File: src/rtl/sort_pkg.sv
// Shared constants, FSM state type and median-index helper for the sort-RAM reader.
package sort_pkg;

  localparam int SORT_DATA_W = 24;
  localparam int SORT_ADDR_W = 10;
  localparam int SORT_DEPTH  = 540;

  localparam logic [SORT_ADDR_W-1:0] SORT_DEPTH_A = SORT_ADDR_W'(SORT_DEPTH);
  localparam logic [SORT_ADDR_W-1:0] SORT_ONE_A   = SORT_ADDR_W'(1);

  typedef enum logic [1:0] {
    IDLE,
    READ,
    DRAIN,
    ZERO
  } sort_state_e;

  // Lower median index (count-1)>>1; only meaningful for count >= 1.
  function automatic logic [SORT_ADDR_W-1:0] sort_median_idx(input logic [SORT_ADDR_W-1:0] cnt);
    logic [SORT_ADDR_W-1:0] last_idx;
    last_idx = cnt - SORT_ONE_A;
    return last_idx >> 1;
  endfunction

endpackage

File: src/rtl/sort_out_fifo.sv
// Two-entry synchronous FIFO; entry 0 is always the head, so the output is
// a plain register and stays stable until a pop.
module sort_out_fifo #(
  parameter int W = 25
) (
  input  logic         clk,
  input  logic         reset,
  input  logic         i_push,
  input  logic [W-1:0] i_din,
  input  logic         i_pop,
  output logic [W-1:0] o_dout,
  output logic [1:0]   o_occ
);

  logic [W-1:0] r_mem0;
  logic [W-1:0] r_mem1;
  logic [1:0]   r_occ;

  // NOTE: both entries are reset because the head register drives a
  // top-level output whose reset value must be zero.
  always_ff @(posedge clk or posedge reset) begin
    if (reset) begin
      r_mem0 <= '0;
      r_mem1 <= '0;
      r_occ  <= 2'd0;
    end else begin
      case ({i_push, i_pop})
        2'b10: begin
          if (r_occ == 2'd0) r_mem0 <= i_din;
          else               r_mem1 <= i_din;
          r_occ <= r_occ + 2'd1;
        end
        2'b01: begin
          r_mem0 <= r_mem1;
          r_occ  <= r_occ - 2'd1;
        end
        2'b11: begin
          if (r_occ == 2'd2) begin
            r_mem0 <= r_mem1;
            r_mem1 <= i_din;
          end else begin
            r_mem0 <= i_din;
          end
        end
        default: ;
      endcase
    end
  end

  assign o_dout = r_mem0;
  assign o_occ  = r_occ;

endmodule

File: src/rtl/spram_sort_reader.sv
// Sweeps the sort RAM 0..count-1 onto a valid/ready stream, hiding the RAM's
// registered read latency, and captures the lower median of the frame.
module spram_sort_reader
  import sort_pkg::*;
(
  input  logic                   clk,
  input  logic                   reset,
  input  logic                   start,
  input  logic [SORT_ADDR_W-1:0] count,
  output logic [SORT_ADDR_W-1:0] ram_addr,
  input  logic [SORT_DATA_W-1:0] ram_q,
  output logic                   busy,
  output logic [SORT_DATA_W-1:0] out_data,
  output logic                   out_valid,
  input  logic                   out_ready,
  output logic                   out_last,
  output logic [SORT_DATA_W-1:0] median,
  output logic                   median_valid,
  output logic                   done
);

  localparam int DATA_W = SORT_DATA_W;
  localparam int ADDR_W = SORT_ADDR_W;

  sort_state_e       r_state;
  sort_state_e       w_state_nxt;
  logic [ADDR_W-1:0] r_last;
  logic [ADDR_W-1:0] r_med_idx;
  logic [ADDR_W-1:0] r_q_idx;
  logic              r_inflight;
  logic              r_q_v;
  logic              r_busy;
  logic              r_done;
  logic [DATA_W-1:0] r_median;
  logic              r_median_valid;

  logic [ADDR_W-1:0] w_count_clamped;
  logic [ADDR_W-1:0] w_issue_addr;
  logic              w_accept;
  logic              w_issue;
  logic              w_finish;
  logic              w_pop;
  logic              w_push;
  logic              w_credit;
  logic              w_drained;
  logic [2:0]        w_load;
  logic [1:0]        w_occ;
  logic [DATA_W:0]   w_fifo_dout;

  assign w_count_clamped = (count > SORT_DEPTH_A) ? SORT_DEPTH_A : count;

  assign out_valid = (w_occ != 2'd0);
  assign w_pop     = out_valid & out_ready;

  // r_inflight: ram_addr changed at the last edge. r_q_v: ram_q holds an
  // uncaptured word; holding ram_addr keeps the RAM re-reading it.
  assign w_load    = {1'b0, w_occ} + {2'b00, r_inflight};
  assign w_credit  = w_load < (3'd2 + {2'b00, w_pop});
  assign w_push    = r_q_v & ((w_occ != 2'd2) | w_pop);
  assign w_drained = ~r_inflight & ~r_q_v & ((w_occ == 2'd0) | ((w_occ == 2'd1) & w_pop));

  always_ff @(posedge clk or posedge reset) begin
    if (reset) r_state <= IDLE;
    else       r_state <= w_state_nxt;
  end

  // NOTE: every output of this block gets a default first, so no path
  // through the case can leave one unassigned and infer a latch.
  always_comb begin
    w_state_nxt  = r_state;
    w_accept     = 1'b0;
    w_issue      = 1'b0;
    w_finish     = 1'b0;
    w_issue_addr = ram_addr + SORT_ONE_A;
    case (r_state)
      IDLE: begin
        if (start) begin
          w_accept     = 1'b1;
          w_issue_addr = '0;
          if (w_count_clamped == '0) begin
            w_state_nxt = ZERO;
          end else begin
            w_issue     = 1'b1;
            w_state_nxt = (w_count_clamped == SORT_ONE_A) ? DRAIN : READ;
          end
        end
      end
      READ: begin
        if (w_credit) begin
          w_issue = 1'b1;
          if (w_issue_addr == r_last) w_state_nxt = DRAIN;
        end
      end
      DRAIN: begin
        if (w_drained) begin
          w_finish    = 1'b1;
          w_state_nxt = IDLE;
        end
      end
      ZERO: begin
        w_finish    = 1'b1;
        w_state_nxt = IDLE;
      end
      default: w_state_nxt = IDLE;
    endcase
  end

  // NOTE: sequential state uses non-blocking assignments only, so every
  // register samples pre-edge values regardless of statement order.
  always_ff @(posedge clk or posedge reset) begin
    if (reset) begin
      ram_addr       <= '0;
      r_last         <= '0;
      r_med_idx      <= '0;
      r_q_idx        <= '0;
      r_inflight     <= 1'b0;
      r_q_v          <= 1'b0;
      r_busy         <= 1'b0;
      r_done         <= 1'b0;
      r_median       <= '0;
      r_median_valid <= 1'b0;
    end else begin
      r_done     <= w_finish;
      r_inflight <= w_issue;
      r_q_v      <= r_inflight | (r_q_v & ~w_push);
      if (w_issue)    ram_addr <= w_issue_addr;
      if (r_inflight) r_q_idx  <= ram_addr;
      if (w_accept) begin
        r_busy         <= 1'b1;
        r_median_valid <= 1'b0;
        r_last         <= w_count_clamped - SORT_ONE_A;
        r_med_idx      <= sort_median_idx(w_count_clamped);
      end else if (w_finish) begin
        r_busy <= 1'b0;
      end
      if (w_push && (r_q_idx == r_med_idx)) begin
        r_median       <= ram_q;
        r_median_valid <= 1'b1;
      end
    end
  end

  sort_out_fifo #(
    .W(DATA_W + 1)
  ) u_fifo (
    .clk   (clk),
    .reset (reset),
    .i_push(w_push),
    .i_din ({(r_q_idx == r_last), ram_q}),
    .i_pop (w_pop),
    .o_dout(w_fifo_dout),
    .o_occ (w_occ)
  );

  assign out_data     = w_fifo_dout[DATA_W-1:0];
  assign out_last     = out_valid & w_fifo_dout[DATA_W];
  assign busy         = r_busy;
  assign done         = r_done;
  assign median       = r_median;
  assign median_valid = r_median_valid;

endmodule
File: config.mk
export PLATFORM = sky130hd
export DESIGN_NAME = spram_sort_reader
export DESIGN_NICKNAME = d
export VERILOG_FILES = /design/src/rtl/sort_pkg.sv /design/src/rtl/sort_out_fifo.sv /design/src/rtl/spram_sort_reader.sv
export SDC_FILE = /design/constraint.sdc
export NUM_CORES = 1
export LEC_CHECK = 0
export CORE_MARGIN = 5
export CORE_UTILIZATION = 49
export DETAILED_ROUTE_END_ITERATION = 10
export PLACE_DENSITY_LB_ADDON = 0.12
export SYNTH_ARGS = -nofsm -noshare
export SYNTH_HDL_FRONTEND = slang
export SYNTH_SLANG_ARGS = --single-unit
File: constraint.sdc
create_clock -name clk -period 4.8 [get_ports clk]
set_input_delay 0.96 -clock clk [delete_from_list [all_inputs] [get_ports clk]]
set_output_delay 0.96 -clock clk [all_outputs]
set_load 0.1 [all_outputs]
==> impl_metrics.toml <==
[worst_setup_path]
crit_slowest_cell = "clkdlybuf4s50_1"
cp.arrival_ns = 4.00
slowest_delay_ns = 0.60
start_kind = "input port"
cp-end-kind = "register"
path_max_fanout = 8
crit_chain = "clkdlybuf4s50_1 > o2111a_1 > o31a_1 > nor2b_1 > inv_1 > ha_1 > or3b_2 > or4b_4 > a21oi_4 > o21ai_0 > o41ai_1"
ff2ff_setup_slack_ns = 1.98
path_class = "input port to register"
reg2reg_from = "r_inflight$_DFF_PP0_"
required_ns = 5.09
critPathLaunch = "count[4]"
cp_top_family = "simple AND/OR/NAND/NOR gates"
path_buf_inv = 2

[timing]
max_freq_ghz = 0.270
fin_worst_skew_ns = 0.00997
drv_slew = 0
slew_headroom = 0.273
setup_slack_ns = 1.09
rsz0062_at_grt = "false"
setup_viol = 0
tightest_slew_ns = 1.09
hold_violations = 0
fin_crit_sh = 0.772
fin_tns_setup_ns = 0
fin_crit_ns = 3.71

[clocking]
cts_resized = 0
cts_tree = "built"
worstSkewPairLatency_ns = 0.41
htreeDepth = 4
clock-sinks = 113
cts_buffer_depth = 2
cts_root_buffer = "clkbuf_16"
numCtsBuffers = 17
postCtsHoldBufs = 0
post_cts_buffers = 0
clkTransAtPathRegs_ns = 0.05

[die]
num_rows = 39
dieWidth_um = 117
dieArea_um2 = 13800
core-area_um2 = 11400
start_util = 0.497
ios = 101
die_y_um = 117

[synthesis]
netlist_instances = 511
syn_area_per_cell_um2 = 11.1
async_reset_ff_frac = 1.00
ys_ff_latch = 113
yosysUniqueCellTypes = 55
yosys.area.top_type_share = 0.501
ys_top_cells_by_area = "dfrtp_1 (50%), mux2_2 (12%), o21ai_0 (4.7%)"
synth_flop_cell = "dfrtp_1"
syn_area_um2 = 5650
syn_nets = 557
ys_warn_count = 0
synth_edf_count = 0
synth_seq_area_share = 0.501
netlist.top_cell.by_area = "dfrtp_1"

[job]
max_cap_viol_count = 0

[routing]
ant_nets = 0
viasPerCell = 5.35
routed_wl_mm = 12.7
drc = 0
drt_iter0_drc = 188
wl_per_cell_um = 17.1
num_vias = 3953
dr.pass1.iters = 4

[global_routing]
grt-ovfl-total = 0
grt_pass1_wl_mm = 21.4
grt_pass1_vias = 4140
antenna_found_initial = 0
track_usage = 0.191
grt_max_degree = 81

[status]
status = "completed"

[cells_and_area]
areaGrowthSynthToFinish_pct = 26.1
final_cell_mix = "dfrtp_1 (113), clkdlybuf4s50_1 (100), mux2_2 (60)"
diodes = 0
finalNetCount = 632
n_fill_cell = 941
final_common_cell = "dfrtp_1"
drive_above_1_share = 0.171
postLayoutCoreUtil = 0.626

[place]
port_buffers = 100
dp_hpwl_mm = 8.76
place_ws_ns = 0.683
gp_routability_congestion = 0.908

[worst_hold_path]
hp-class = "register to register"
hold_start = "u_fifo.o_dout[23]$_DFFE_PP0P_"
==> cell type report <==
type | count | area, µm² | area share
tap | 143 | 179 | 0.0251
sequential | 113 | 2830 | 0.397
timing repair buffer | 104 | 1030 | 0.145
clock buffer | 24 | 502 | 0.0704
clock inverter | 5 | 30.0 | 0.00422
multi-input combinational | 342 | 2520 | 0.354
inverter | 8 | 32.5 | 0.00457
==> Yosys cell counts (all sizes together), types with 2 or more instances <==
cell type,n
nand2b,6
mux2i,25
inv,8
a31oi,2
and3,3
xnor2,22
o21ai,54
nor2b,10
nor4,4
a21oi,14
nor2,20
buf,36
o21a,2
nand2,46
a31o,2
or3b,3
or3,6
ha,8
xor2,12
and2,2
nand4,5
nand3,4
dfrtp,113
a211o,2
nor3,5
o22ai,2
o31ai,3
clkbuf,12
mux2,60
==> stage by stage <==
| step | instances | instance area [µm²] | hold slack [ns] |
|---|---|---|---|
| floorplan | 511 | 5650 | 0.442 |
| global route | 739 | 7120 | 0.504 |
| CTS | 739 | 7120 | 0.480 |
| global placement | 710 | 6590 | 0.461 |
| finish | 739 | 7120 | 0.477 |
| detailed placement | 710 | 6590 | 0.469 |
==> worst paths after layout <==
path                                                 endpoint  cells past startpoint
worst max-delay path                  ram_addr[6]$_DFFE_PP0P_                     11
worst min-delay path            u_fifo.o_dout[23]$_DFFE_PP0P_                      2
worst max register to register         r_state[0]$_DFFE_PP0P_                      7
worst min register to register  u_fifo.o_dout[23]$_DFFE_PP0P_                      2
max in group asynchronous              r_q_idx[8]$_DFFE_PP0P_                      3
min in group asynchronous        u_fifo.o_dout[5]$_DFFE_PP0P_                      2
==> flip-flops by register name, indices dropped and copies added, names as in the netlist <==
signal / flops
busy: 1
done: 1
median: 24
median_valid: 1
r_inflight: 1
r_last: 10
r_q_idx: 10
r_q_v: 1
r_state: 2
ram_addr: 10
u_fifo.o_dout: 25
u_fifo.o_occ: 2
u_fifo.r_mem1: 25
==> worst reg2reg max path: cells and delay by family, from the launching register on <==
family | cells | cell delay, ns
simple gates | 3 | 1.05
flops | 1 | 0.58
compound gates | 2 | 0.58
fa+ha+maj | 2 | 0.50
==> cells by family after synthesis <==
| group | share of synthesized area |
|---|---|
| AOI/OAI and AO/OA | 0.102 |
| buffers and inverters | 0.0554 |
| DFF | 0.501 |
| xor gates and xnor gates | 0.0527 |
| muxes | 0.164 |
| and+or+nand+nor | 0.107 |
| adders and majority gates | 0.0177 |
==> layer usage <==
| layer | up-vias | wire length, µm | global-route usage |
|---|---|---|---|
| met1 | 1935 | 5860 | 0.251 |
| met3 | 8 | 512 | 0.0529 |
| met4 | 0 | 166 | 0.0711 |
| li1 | 1921 | - | - |
| met5 | - | 0 | 0 |
| met2 | 89 | 6140 | 0.302 |
Power is left out: the tool's default activity adds up to more than one toggle a clock period on the data nets, which glitch-free logic cannot reach.
